$ cat src/rtl/cpu_ctrl_pkg.sv
`default_nettype none
// ============================================================================
//  Module      : cpu_ctrl_pkg
//  Description : Shared LEGv8 control bundle, opcode constants and the hazard
//                FSM state type used by the decode/execute pipeline.
//  Revision    : 1.0  initial release
// ============================================================================
package cpu_ctrl_pkg;

    typedef struct packed {
        logic [1:0] ALUSrc;
        logic [1:0] BrTaken;
        logic [1:0] MemToReg;
        logic       Reg2Loc;
        logic       RegWrite;
        logic       MemWrite;
        logic       UncondBr;
        logic       read_enable;
        logic       flags_we;
        logic       forwarden;
        logic       ChooseRd;
        logic [2:0] ALUOp;
    } ctrl_t;

    localparam ctrl_t       CTRL_BUBBLE = '0;
    localparam logic [4:0]  XZR         = 5'd31;
    localparam logic [7:0]  OP_CBZ      = 8'b10110100;
    localparam logic [7:0]  OP_BCOND    = 8'b01010100;
    localparam logic [10:0] OP_BR       = 11'b11010110000;
    localparam logic [4:0]  COND_LT     = 5'b01011;

    typedef enum logic [1:0] {
        RUN    = 2'd0,
        STALL2 = 2'd1,
        STALL1 = 2'd2
    } hz_state_t;

    // The zero register is never a real producer, so it can never create a hazard.
    function automatic logic reg_hit(input logic [4:0] r,
                                     input logic [4:0] rn,
                                     input logic [4:0] rm);
        return (r != XZR) && ((r == rn) || (r == rm));
    endfunction

endpackage
`default_nettype wire

$ cat src/rtl/id_hazard_detect.sv
`default_nettype none
// ============================================================================
//  Module      : id_hazard_detect
//  Description : Combinational source-register extraction for the ID-stage
//                instruction and the LU1/BR1/BR2/FL1 hazard flags.
//  Revision    : 1.0  initial release
// ============================================================================
module id_hazard_detect
    import cpu_ctrl_pkg::*;
(
    input  logic [10:0] i_id_op,
    input  logic [4:0]  i_id_rm_hi,
    input  logic [4:0]  i_id_rn,
    input  logic [4:0]  i_id_rt,
    input  logic        i_reg2loc,
    input  logic [4:0]  i_ex_rd,
    input  logic        i_ex_valid,
    input  logic        i_ex_read_enable,
    input  logic        i_ex_reg_write,
    input  logic        i_ex_flags_we,
    input  logic [4:0]  i_mem_rd,
    input  logic        i_mem_load,
    output logic        o_lu1,
    output logic        o_br1,
    output logic        o_br2,
    output logic        o_fl1
);

    logic [4:0] w_rm;
    logic       w_is_cb;
    logic       w_is_blt;
    logic       w_ex_hit;
    logic       w_mem_hit;

    assign w_rm      = i_reg2loc ? i_id_rm_hi : i_id_rt;
    assign w_is_cb   = (i_id_op[10:3] == OP_CBZ) || (i_id_op == OP_BR);
    assign w_is_blt  = (i_id_op[10:3] == OP_BCOND) && (i_id_rt == COND_LT);
    assign w_ex_hit  = reg_hit(i_ex_rd, i_id_rn, w_rm);
    assign w_mem_hit = reg_hit(i_mem_rd, i_id_rn, w_rm);

    // Branches resolve in ID, so they need operands one stage earlier than ALU ops.
    assign o_lu1 = i_ex_read_enable & i_ex_valid & w_ex_hit;
    assign o_br2 = w_is_cb & i_ex_read_enable & w_ex_hit;
    assign o_br1 = w_is_cb & ((i_ex_reg_write & w_ex_hit) | (i_mem_load & w_mem_hit));
    assign o_fl1 = w_is_blt & i_ex_flags_we & i_ex_valid;

endmodule
`default_nettype wire

$ cat src/rtl/id_ex_hazard_stage.sv
`default_nettype none
// ============================================================================
//  Module      : id_ex_hazard_stage
//  Description : IF/ID and ID/EX pipeline registers with load-use / branch
//                hazard stalling, bubble injection and branch flush.
//                Optional HAZARD_STATS_EN adds stall/flush event counters.
//  Revision    : 1.0  initial release
// ============================================================================
module id_ex_hazard_stage
    import cpu_ctrl_pkg::*;
#(
    parameter int PC_W    = 64,
    parameter int INSTR_W = 32
)(
    input  logic               clk,
    input  logic               reset,
    input  logic [INSTR_W-1:0] if_instr,
    input  logic [PC_W-1:0]    if_pc,
    input  logic               if_valid,
    input  logic               flush,
    input  ctrl_t              dec_ctrl,
    input  logic [4:0]         mem_rd,
    input  logic               mem_load,
    output logic [INSTR_W-1:0] id_instr,
    output logic [PC_W-1:0]    id_pc,
    output ctrl_t              ex_ctrl,
    output logic [INSTR_W-1:0] ex_instr,
    output logic [PC_W-1:0]    ex_pc,
    output logic               ex_valid,
`ifdef HAZARD_STATS_EN
    output logic [31:0]        stall_cnt,
    output logic [31:0]        flush_cnt,
`endif
    output logic               pc_stall
);

    localparam logic [31:0] c_CNT_MAX = 32'hFFFF_FFFF;

    logic [INSTR_W-1:0] r_id_instr;
    logic [PC_W-1:0]    r_id_pc;
    logic               r_id_valid;
    ctrl_t              r_ex_ctrl;
    logic [INSTR_W-1:0] r_ex_instr;
    logic [PC_W-1:0]    r_ex_pc;
    logic               r_ex_valid;
    hz_state_t          r_state;
    hz_state_t          w_next_state;
    logic               w_stall;
    logic               w_lu1;
    logic               w_br1;
    logic               w_br2;
    logic               w_fl1;

    id_hazard_detect u_hazard (
        .i_id_op          (r_id_instr[31:21]),
        .i_id_rm_hi       (r_id_instr[20:16]),
        .i_id_rn          (r_id_instr[9:5]),
        .i_id_rt          (r_id_instr[4:0]),
        .i_reg2loc        (dec_ctrl.Reg2Loc),
        .i_ex_rd          (r_ex_instr[4:0]),
        .i_ex_valid       (r_ex_valid),
        .i_ex_read_enable (r_ex_ctrl.read_enable),
        .i_ex_reg_write   (r_ex_ctrl.RegWrite),
        .i_ex_flags_we    (r_ex_ctrl.flags_we),
        .i_mem_rd         (mem_rd),
        .i_mem_load       (mem_load),
        .o_lu1            (w_lu1),
        .o_br1            (w_br1),
        .o_br2            (w_br2),
        .o_fl1            (w_fl1)
    );

    always_ff @(posedge clk or posedge reset) begin
        if (reset) r_state <= RUN;
        else       r_state <= w_next_state;
    end

    // STALL1 re-evaluates hazards exactly like RUN; only STALL2 stalls blindly.
    always_comb begin
        w_next_state = r_state;
        w_stall      = 1'b0;
        case (r_state)
            STALL2: begin
                w_stall      = 1'b1;
                w_next_state = STALL1;
            end
            default: begin
                if (w_br2) begin
                    w_stall      = 1'b1;
                    w_next_state = STALL2;
                end else if (w_lu1 | w_br1 | w_fl1) begin
                    w_stall      = 1'b1;
                    w_next_state = STALL1;
                end else begin
                    w_next_state = RUN;
                end
            end
        endcase
    end

    always_ff @(posedge clk or posedge reset) begin
        if (reset) begin
            r_id_instr <= '0;
            r_id_pc    <= '0;
            r_id_valid <= 1'b0;
            r_ex_ctrl  <= CTRL_BUBBLE;
            r_ex_instr <= '0;
            r_ex_pc    <= '0;
            r_ex_valid <= 1'b0;
        end else if (w_stall) begin
            r_ex_ctrl  <= CTRL_BUBBLE;
            r_ex_instr <= '0;
            r_ex_pc    <= '0;
            r_ex_valid <= 1'b0;
        end else begin
            if (flush || !if_valid) begin
                r_id_instr <= '0;
                r_id_pc    <= '0;
                r_id_valid <= 1'b0;
            end else begin
                r_id_instr <= if_instr;
                r_id_pc    <= if_pc;
                r_id_valid <= 1'b1;
            end
            r_ex_ctrl  <= r_id_valid ? dec_ctrl : CTRL_BUBBLE;
            r_ex_instr <= r_id_instr;
            r_ex_pc    <= r_id_pc;
            r_ex_valid <= r_id_valid;
        end
    end

`ifdef HAZARD_STATS_EN
    logic [31:0] r_stall_cnt;
    logic [31:0] r_flush_cnt;

    always_ff @(posedge clk or posedge reset) begin
        if (reset) begin
            r_stall_cnt <= '0;
            r_flush_cnt <= '0;
        end else begin
            if (w_stall && (r_stall_cnt != c_CNT_MAX))
                r_stall_cnt <= r_stall_cnt + 32'd1;
            if (flush && !w_stall && (r_flush_cnt != c_CNT_MAX))
                r_flush_cnt <= r_flush_cnt + 32'd1;
        end
    end

    assign stall_cnt = r_stall_cnt;
    assign flush_cnt = r_flush_cnt;
`endif

    a_no_flush_while_stall: assert property (@(posedge clk) disable iff (reset)
        !(flush && w_stall));

    assign id_instr = r_id_instr;
    assign id_pc    = r_id_pc;
    assign ex_ctrl  = r_ex_ctrl;
    assign ex_instr = r_ex_instr;
    assign ex_pc    = r_ex_pc;
    assign ex_valid = r_ex_valid;
    assign pc_stall = w_stall;

endmodule
`default_nettype wire
$ cat config.mk
export PLATFORM = sky130hd
export DESIGN_NAME = id_ex_hazard_stage
export DESIGN_NICKNAME = d
export VERILOG_FILES = /design/src/rtl/cpu_ctrl_pkg.sv /design/src/rtl/id_hazard_detect.sv /design/src/rtl/id_ex_hazard_stage.sv
export SDC_FILE = /design/constraint.sdc
export NUM_CORES = 1
export LEC_CHECK = 0
export BUFFER_PORTS_ARGS = -buffer_cell sky130_fd_sc_hd__buf_2
export CAP_MARGIN = 20
export CELL_PAD_IN_SITES_DETAIL_PLACEMENT = 0
export CELL_PAD_IN_SITES_GLOBAL_PLACEMENT = 2
export CORE_AREA = 2 2 172 174
export DETAILED_ROUTE_END_ITERATION = 16
export DIE_AREA = 0 0 174 176
export PLACE_DENSITY_LB_ADDON = 0.1
export SYNTH_ARGS = -nofsm -noshare
export SYNTH_HDL_FRONTEND = slang
export SYNTH_HIERARCHICAL = 1
export SYNTH_SLANG_ARGS = --single-unit
$ cat constraint.sdc
create_clock -name clk -period 9.5 [get_ports clk]
set_input_delay 1.425 -clock clk [delete_from_list [all_inputs] [get_ports clk]]
set_output_delay 1.425 -clock clk [all_outputs]
set_load 0.02 [all_outputs]
==> impl_metrics.yaml, run 1 <==
clock_network:
  worst_setup_hold_path_clk_slew_ns: 0.05
  cts_max_level: 1
  post_cts_resized: 0
  tritoncts_buffers: 25
  cts_tree: "done"
  cts.sink_count: 213
  cts_hold_buf: 0
  post-cts-setup-buffer-count: 0
  worst_skew_pair.late_latency_ns: 0.52
  clock_tree.root_cell: "clkbuf_16"
  cts-root-to-sink-buffers: 3
detailed_routing:
  postRouteAntennaNets: 0
  wirelength_mm: 27.5
  vias: 6529
  route.detailed.drc: 0
  detailedRoute.firstIterationViolations: 269
  first_pass_iters: 4
  post_drt_wl_per_cell_um: 18.9
  drt-vias-per-instance: 4.48
setup_path:
  crit-reg2reg-capture: "r_id_valid"
  worst_path_arrival_time_ns: 3.77
  critical_path_peak_fanout: 39
  critical_path_required_ns: 8.08
  cp-startpoint: "dec_ctrl[10]"
  reg2regPathDepth: 9
  rrSetupSlack_ns: 5.94
  endpoint_kind: "output port"
  critical_path.startpoint_type: "primary input"
  criticalPathCategory: "in2out"
  worst_r2r_startpoint: "id_instr[0]"
synthesis:
  seq_area_frac_synth: 0.625
  synth-seq-cells: 213
  gate_count_of_the_mapped_netlist: 740
  synth_edf_count: 0
  syn_avg_cell_area_um2: 11.5
  netlist_area_before_placement_um2: 8520
  synthArstFlopShare: 1.00
  netlist.top_cell.by_area: "dfrtp_1"
  dominantRegCellSynth: "dfrtp_1"
  synth_top_area_cells: "dfrtp_1, mux2i_1, nor4_1, nand2_1, inv_1"
  syn_warnings: 6
  synth_cell_type_count: 37
  synth_top_area_share: 0.625
  synthesis.nets: 863
floorplan:
  ioPinCount: 334
  design.die.area_um2: 30600
  initial_core_util: 0.299
  die_height_um: 176
  floorplan.core_area_um2: 28500
  placementRows: 62
  floorplan.die.width_um: 174
sta:
  finalWorstPathRequiredPeriod_ns: 5.19
  report.final.slew_viol_count: 0
  setup_slack_ns: 4.31
  slew-limit-headroom: 0.388
  setup_failing_eps_final: 0
  max_freq_ghz: 0.193
  grt_setup_unrepaired: "false"
  fin_worst_skew_ns: 0.0164
  worstMarginPinSlew_ns: 0.917
  layout_worst_path_cycle_share: 0.547
  fin_setup_tns_ns: 0
  final_hold_viol_count: 0
power:
  peakVddDrop_uv: 90.7
  power_switching_share: 0.249
  switching_power_mw: 0.540
  combinationalPowerShare: 0.100
  p_leak_nw: 6.50
  clock_power_share: 0.454
  internal_power_mw: 1.63
  finalPower_mw: 2.17
  power_frac_seq: 0.446
  cellPowerDensity_nw_per_um2: 191
job:
  drv_cap: 0
final_layout:
  layout.cells.most_common: "buf_2"
  design_area_um2: 11300
  final_nets: 1173
  final.fill_count: 2940
  syn2layout_area_growth_pct: 33.2
  final_layout_size_suffix_gt1_frac: 0.365
  layout.cells.most_common_list: "buf_2, dfrtp_1, nand2_1, mux2i_1"
grt:
  grt_antenna_before_repair: 9
  grt_pass1_wl_mm: 42.4
  largest_net_degree_at_the_start_of_global_routing: 116
  grt_pass1_vias: 6816
  grt.total_usage: 0.176
  globalRouteOverflowTotal: 0
min_path:
  endpoint_with_the_worst_hold_slack: "r_state[1]"
  holdPathStages: 2
  min-delay-start: "r_state[0]"
  holdCritPathClass: "reg2reg"
placement:
  hpwl_mm: 17.7
  numPortBuffers: 333
  postPlaceCellArea_um2: 10500
  routabilityCongestion: 0.735
  pre_cts_ws_ns: 4.32
status:
  status: "completed"
==> worst max-delay path by stage <==
stage / endpoint / cells after the start
after floorplan: ex_ctrl[0] / 1
after global placement: pc_stall / 10
after detailed placement: pc_stall / 10
after CTS: pc_stall / 10
after global routing: pc_stall / 10
final: pc_stall / 10
==> final cells by class <==
| cell class | instances | area (um2) | share of cell area |
|---|---|---|---|
| Sequential cell | 213 | 5330 | 0.470 |
| Antenna cell | 7 | 17.5 | 0.00154 |
| Inverter | 98 | 375 | 0.0331 |
| Timing Repair Buffer | 342 | 1770 | 0.156 |
| Multi-Input combinational cell | 370 | 2540 | 0.224 |
| Tap cell | 384 | 480 | 0.0423 |
| Clock buffer | 36 | 717 | 0.0632 |
| Clock inverter | 7 | 116 | 0.0103 |
==> per-stage QoR <==
| stage | instances | hold WS (ns) | util |
|---|---|---|---|
| CTS | 1449 | 0.520 | 0.396 |
| floorplan | 740 | 0.462 | - |
| finish | 1457 | 0.516 | 0.397 |
| global placement | 1406 | 0.498 | 0.367 |
| global route | 1454 | 0.539 | 0.397 |
| detailed placement | 1406 | 0.514 | 0.367 |
==> synth_stat cells (2+ instances only) <==
cell type and count:
and2_1 2, and3_1 18, and3b_1 2, buf_1 13
buf_4 7, buf_6 2, buf_8 4, clkbuf_1 31
dfrtp_1 213, inv_1 98, mux2i_1 99, mux2i_2 2
nand2_1 99, nand3_1 4, nor2_1 5, nor2b_1 3
nor3_1 3, nor4_1 97, nor4b_1 2, xnor2_1 11
xor2_1 9
==> cell families (layout without fill, tap and decap cells) <==
group,count (synthesis),after routing,synth area share
buf+inv,157,483,0.0796
simple gates,243,243,0.150
other cells,0,7,0
mux,102,102,0.121
flops,213,213,0.625
xor+xnor,20,20,0.0206
compound gates,5,5,0.00352
==> state kept, by name (all words and copies together), names as in the netlist <==
register,cells
ex_valid,1
r_id_valid,1
ex_pc,64
id_pc,64
id_instr,32
ex_instr,32
ex_ctrl,17
r_state,2
==> per-layer routing <==
| layer | vias to the layer above | GRT usage | routed length [um] |
|---|---|---|---|
| li1 | 3084 | - | - |
| met1 | 3170 | 0.232 | 11900 |
| met2 | 237 | 0.276 | 12700 |
| met3 | 36 | 0.0586 | 2280 |
| met4 | 2 | 0.0539 | 620 |
| met5 | - | 0 | 13 |
==> power groups by stage <==
stage	Combinational, mW	Sequential (mW)	Clock [mW]
6_report	0.216	0.966	0.984
5_1_grt	0.237	0.971	1.05
4_1_cts	0.220	0.967	1.01
3_5_place_dp	0.219	0.983	0
3_3_place_gp	0.220	0.983	0
2_1_floorplan	0.0775	1.03	0
==> worst max-delay path: stages <==
cell,delay (ns)
buf_2,0.19
mux2i_1,0.34
xnor2_1,0.17
nor2_1,0.06
a22oi_1,0.25
and3b_1,0.23
or3_4,0.59
nor3_4,0.29
inv_1,0.05
buf_2,0.16
(Power assumes the default switching activity.)
==> run 2, diff against run 1 <==
--- a/config.mk
+++ b/config.mk
@@ -5,13 +5,14 @@
 export SDC_FILE = /design/constraint.sdc
 export NUM_CORES = 1
 export LEC_CHECK = 0
+export ABC_AREA = 1
 export BUFFER_PORTS_ARGS = -buffer_cell sky130_fd_sc_hd__buf_2
 export CAP_MARGIN = 20
 export CELL_PAD_IN_SITES_DETAIL_PLACEMENT = 0
 export CELL_PAD_IN_SITES_GLOBAL_PLACEMENT = 2
-export CORE_AREA = 2 2 172 174
+export CORE_AREA = 2 2 186 188
 export DETAILED_ROUTE_END_ITERATION = 16
-export DIE_AREA = 0 0 174 176
+export DIE_AREA = 0 0 188 190
 export PLACE_DENSITY_LB_ADDON = 0.1
 export SYNTH_ARGS = -nofsm -noshare
 export SYNTH_HDL_FRONTEND = slang
==> constraint.sdc (replaced) <==
create_clock -name clk -period 5.3 [get_ports clk]
set_input_delay 0.795 -clock clk [delete_from_list [all_inputs] [get_ports clk]]
set_output_delay 0.795 -clock clk [all_outputs]
set_load 0.02 [all_outputs]
==> run 2 against run 1 <==
Compared with the run above:
- synthesized cell count increased by 49%
- combinational power increased by 82%
- hold slack worse by 0.30 ns
- largest cell class unchanged
==> impl_metrics.yaml, run 2 <==
status:
  status: "completed"
clock_network:
  clock_tree.root_cell: "clkbuf_16"
  cts.sink_count: 213
  worst_setup_hold_path_clk_slew_ns: 0.06
  cts_tree: "done"
  worst_skew_pair.late_latency_ns: 0.54
  cts_max_level: 1
  post-cts-setup-buffer-count: 0
  cts-root-to-sink-buffers: 3
  post_cts_resized: 0
  tritoncts_buffers: 28
  cts_hold_buf: 0
sta:
  layout_worst_path_cycle_share: 0.727
  setup_failing_eps_final: 0
  max_freq_ghz: 0.260
  fin_worst_skew_ns: 0.00923
  final_hold_viol_count: 0
  fin_setup_tns_ns: 0
  worstMarginPinSlew_ns: 0.797
  grt_setup_unrepaired: "false"
  setup_slack_ns: 1.45
  timing.hold.ws_ns: 0.217
  finalWorstPathRequiredPeriod_ns: 3.85
  slew-limit-headroom: 0.469
  report.final.slew_viol_count: 0
power:
  clock_power_share: 0.476
  switching_power_mw: 1.03
  cellPowerDensity_nw_per_um2: 337
  peakVddDrop_uv: 211
  power_frac_seq: 0.428
  p_leak_nw: 7.25
  combinationalPowerShare: 0.096
  power_switching_share: 0.252
  internal_power_mw: 3.05
detailed_routing:
  route.detailed.drc: 0
  post_drt_wl_per_cell_um: 15.0
  detailedRoute.firstIterationViolations: 357
  first_pass_iters: 4
  vias: 7709
  postRouteAntennaNets: 0
  drt-vias-per-instance: 4.05
  wirelength_mm: 28.5
final_layout:
  layout.cells.most_common: "buf_2"
  final-instance-count-excl-fill: 1905
  syn2layout_area_growth_pct: 34.2
  design_area_um2: 12100
  final_layout_size_suffix_gt1_frac: 0.282
  final.fill_count: 3748
  final_nets: 1546
  layout.cells.most_common_list: "buf_2, nand2_1, nor2_1"
synthesis:
  syn_warnings: 6
  syn_avg_cell_area_um2: 8.14
  netlist.top_cell.by_area: "dfrtp_1"
  synth_edf_count: 0
  synth_top_area_cells: "dfrtp_1, nand2_1, nor2_1, inv_1, nand3_1"
  synthesis.nets: 1229
  synth-seq-cells: 213
  synth_common_cells: "nand2_1, nor2_1, inv_1, dfrtp_1, nand3_1"
  synth_cell_type_count: 26
  seq_area_frac_synth: 0.592
  synthArstFlopShare: 1.00
  dominantRegCellSynth: "dfrtp_1"
  gate_count_of_the_mapped_netlist: 1106
  post-synth-top-count-cell: "nand2_1"
  synth_top_area_share: 0.592
  netlist_area_before_placement_um2: 9000
setup_path:
  cp_num_buf_inv: 1
  critical_path.startpoint_type: "flop"
  worst_path_arrival_time_ns: 3.06
  critical_path_peak_fanout: 63
  criticalPathCategory: "reg2out"
  endpoint_kind: "output port"
  cells_along_the_critical_path: "or2_2 > o41ai_1 > nand2_1 > nor2_1 > a21oi_4 > nand2_4 > buf_2"
  crit_path_max_incr_delay_ns: 0.54
  critical_path.slowest_cell: "nand2_4"
  critical_path_required_ns: 4.51
  cpLargestDelayFamily: "simple AND/OR/NAND/NOR gates"
grt:
  grt_pass1_wl_mm: 44.6
  globalRouteOverflowTotal: 0
  grt_antenna_before_repair: 11
  grt.total_usage: 0.157
  largest_net_degree_at_the_start_of_global_routing: 151
  grt_pass1_vias: 7708
placement:
  postPlaceCellArea_um2: 11100
  numPortBuffers: 333
  hpwl_mm: 18.8
  dp.cells: 1848
  routabilityCongestion: 0.751
  pre_cts_ws_ns: 1.61
floorplan:
  die_height_um: 190
  placementRows: 68
  floorplan.core_area_um2: 33900
  ioPinCount: 334
  initial_core_util: 0.265
  design.die.area_um2: 35700
  floorplan.die.width_um: 188
min_path:
  holdCritPathClass: "in2async"
job:
  drv_cap: 0
[run 2: kinds of logic (layout without fill, tap and decap cells)]
group | Yosys count | after routing | synth area share
xor gates and xnor gates | 8 | 8 | 0.00778
AOI/OAI and AO/OA | 10 | 10 | 0.00820
and+or+nand+nor | 602 | 602 | 0.274
buffers and inverters | 273 | 612 | 0.118
other | 0 | 5 | 0
DFF | 213 | 213 | 0.592
[run 2: area by class of cell]
cell class | instances | area [um2] | share of cell area
flip-flops and latches | 213 | 5330 | 0.441
multi-input cells | 620 | 2620 | 0.217
repair buffers | 342 | 1760 | 0.146
clock buffers | 44 | 872 | 0.0722
inverters | 218 | 825 | 0.0682
well taps | 455 | 569 | 0.0471
clock inverters | 8 | 90.1 | 0.00746
diodes | 5 | 12.5 | 0.00104
[run 2: power by group through the flow]
stage / Sequential (mW) / Combinational (mW) / Clock [mW]
floorplan: 1.85 / 0.153 / 0
global placement: 1.78 / 0.401 / 0
detailed placement: 1.77 / 0.403 / 0
CTS: 1.75 / 0.404 / 2.01
global route: 1.75 / 0.444 / 2.08
finish: 1.74 / 0.393 / 1.94
[run 2: through the flow]
stage	utilization	total power, mW
floorplan	-	2.00
global placement	0.327	2.18
detailed placement	0.327	2.18
CTS	0.356	4.16
global route	0.356	4.28
finish	0.356	4.08
[run 2: metal layers]
metal  vias up  track usage  routed length (um)
met4        10       0.0442                 529
met2       227        0.252               13200
li1       3873            -                   -
met3        40       0.0502                2280
met1      3559        0.204               12400
met5         -            0                  65
[run 2: worst paths after layout]
path                       depth (start not counted)  slack (ns)          from           to
setup / recovery                                   7        1.45  id_instr[29]     pc_stall
min in group clk                                   3        0.48  dec_ctrl[13]  ex_ctrl[13]
hold / removal                                     2        0.22         reset   ex_ctrl[4]
setup reg to reg                                   9        2.11  id_instr[29]    id_pc[46]
hold reg to reg                                    2        0.49     id_pc[49]    id_pc[49]
max in group asynchronous                          3        4.01         reset    id_pc[48]
==> run 3, diff against run 2 <==
--- a/config.mk
+++ b/config.mk
@@ -10,9 +10,9 @@
 export CAP_MARGIN = 20
 export CELL_PAD_IN_SITES_DETAIL_PLACEMENT = 0
 export CELL_PAD_IN_SITES_GLOBAL_PLACEMENT = 2
-export CORE_AREA = 2 2 186 188
+export CORE_AREA = 2 2 193 195
 export DETAILED_ROUTE_END_ITERATION = 16
-export DIE_AREA = 0 0 188 190
+export DIE_AREA = 0 0 195 197
 export PLACE_DENSITY_LB_ADDON = 0.1
 export SYNTH_ARGS = -nofsm -noshare
 export SYNTH_HDL_FRONTEND = slang
==> constraint.sdc (replaced) <==
create_clock -name clk -period 3.5 [get_ports clk]
set_input_delay 0.525 -clock clk [delete_from_list [all_inputs] [get_ports clk]]
set_output_delay 0.525 -clock clk [all_outputs]
set_load 0.02 [all_outputs]
==> run 3 against run 2 <==
Compared with the run above:
- hold slack worse by 0.039 ns
- clock-buffer cell count down 5
- sequential power up 52%
- design area up 0.87%
- non-clock buffer count up 3
- via count up 0.48%
- routed wire length up 5.2%
- global-route usage down 0.30 points
- final cell count up 0.84%
- largest power group unchanged
==> impl_metrics.yaml, run 3 (synthesized netlist as in run 2, its figures left out) <==
placement:
  numPortBuffers: 333
  hpwl_mm: 19.7
  routabilityCongestion: 0.784
  pre_cts_ws_ns: 0.820
setup_path:
  worst_r2r_startpoint: "id_instr[30]"
  critical_path.slowest_cell: "dfrtp_1"
  cells_along_the_critical_path: "inv_1 > or2_2 > o41ai_1 > nand2_1 > nor2_1 > a21oi_4 > nand2_4 > buf_2"
  critical_path_peak_fanout: 4
  crit-reg2reg-capture: "id_pc[22]"
  critical_path_required_ns: 2.97
  crit_path_max_incr_delay_ns: 0.40
  endpoint_kind: "output port"
  worst_path_arrival_time_ns: 2.55
  reg2regPathDepth: 10
  cp-startpoint: "id_instr[30]"
  critical_path.startpoint_type: "flop"
  criticalPathCategory: "reg2out"
  rrSetupSlack_ns: 0.91
grt:
  grt_pass1_vias: 7776
  grt_pass1_wl_mm: 46.5
  largest_net_degree_at_the_start_of_global_routing: 113
  grt.total_usage: 0.154
  globalRouteOverflowTotal: 0
  grt_antenna_before_repair: 6
final_layout:
  layout.cells.most_common: "buf_2"
  final_nets: 1549
  layout.cells.most_common_list: "buf_2, nand2_1, nor2_1"
  utilization: 0.336
  syn2layout_area_growth_pct: 35.3
  final_layout_size_suffix_gt1_frac: 0.285
power:
  peakVddDrop_uv: 346
  power_switching_share: 0.258
  power_frac_seq: 0.428
  cellPowerDensity_nw_per_um2: 506
  finalPower_mw: 6.17
  internal_power_mw: 4.58
  clock_power_share: 0.472
  combinationalPowerShare: 0.099
  switching_power_mw: 1.59
  p_leak_nw: 7.29
clock_network:
  cts_hold_buf: 0
  cts-root-to-sink-buffers: 3
  tritoncts_buffers: 28
  post-cts-setup-buffer-count: 0
  clock_tree.root_cell: "clkbuf_16"
  worst_setup_hold_path_clk_slew_ns: 0.05
  worst_skew_pair.late_latency_ns: 0.54
  cts_tree: "done"
  cts.sink_count: 213
  cts_max_level: 1
  post_cts_resized: 0
detailed_routing:
  vias: 7746
  route.detailed.drc: 0
  drt-vias-per-instance: 4.03
  postRouteAntennaNets: 0
  detailedRoute.firstIterationViolations: 328
  first_pass_iters: 4
  wirelength_mm: 30.0
  post_drt_wl_per_cell_um: 15.6
floorplan:
  floorplan.core_area_um2: 36300
  design.die.area_um2: 38400
  floorplan.die.width_um: 195
  placementRows: 70
  die_height_um: 197
  initial_core_util: 0.248
  ioPinCount: 334
sta:
  setup_slack_ns: 0.425
  slew-limit-headroom: 0.384
  layout_worst_path_cycle_share: 0.879
  timing.hold.ws_ns: 0.178
  final_hold_viol_count: 0
  grt_setup_unrepaired: "false"
  fin_setup_tns_ns: 0
  setup_failing_eps_final: 0
  report.final.slew_viol_count: 0
  max_freq_ghz: 0.325
  worstMarginPinSlew_ns: 0.923
  fin_worst_skew_ns: 0.0218
  finalWorstPathRequiredPeriod_ns: 3.07
job:
  drv_cap: 0
status:
  status: "completed"
min_path:
  holdCritPathClass: "in2async"
-- run 3: metrics by stage --
| step | instance area, um2 | std cells |
|---|---|---|
| 3_5_place_dp | 11200 | 1864 |
| 3_3_place_gp | 11200 | 1864 |
| 6_report | 12200 | 1921 |
| 5_1_grt | 12200 | 1917 |
| 2_1_floorplan | 9010 | 1106 |
| 4_1_cts | 12200 | 1916 |
-- run 3: worst max path at each step --
| stage | endpoint | slack [ns] | cells past startpoint |
|---|---|---|---|
| floorplan | ex_ctrl[0] | 0.20 | 1 |
| global placement | id_pc[39] | 0.85 | 16 |
| detailed placement | id_pc[22] | 0.82 | 16 |
| CTS | pc_stall | 0.39 | 8 |
| global route | pc_stall | 0.25 | 8 |
| finish | pc_stall | 0.43 | 8 |
-- run 3: power by group through the flow --
stage	combinational [mW]	sequential (mW)	clock, mW
5_1_grt	0.688	2.66	3.13
3_3_place_gp	0.628	2.69	0
4_1_cts	0.632	2.65	3.02
3_5_place_dp	0.630	2.69	0
6_report	0.613	2.64	2.91
2_1_floorplan	0.232	2.80	0
-- run 3: per-layer routing --
| metal | global-route usage | up-vias | wire, um |
|---|---|---|---|
| li1 | - | 3871 | - |
| met1 | 0.207 | 3611 | 13500 |
| met2 | 0.244 | 223 | 13600 |
| met3 | 0.0489 | 37 | 2340 |
| met4 | 0.0331 | 4 | 506 |
| met5 | 0 | - | 21 |
-- run 3: area by class of cell --
type	instances	area (um2)
inverter	218	825
sequential	213	5330
timing repair buffer	345	1860
tap	468	586
fill	3991	24100
antenna	5	12.5
multi-input combinational	620	2620
clock inverter	13	120
clock buffer	39	833
-- run 3: worst max-delay path, delay by kind of cell, from the launching register on --
kind                   cells  cell delay (ns)
AND/OR/NAND/NOR            4             0.92
AO/OA/AOI/OAI              2             0.46
flip-flops                 1             0.40
buffers and inverters      2             0.24
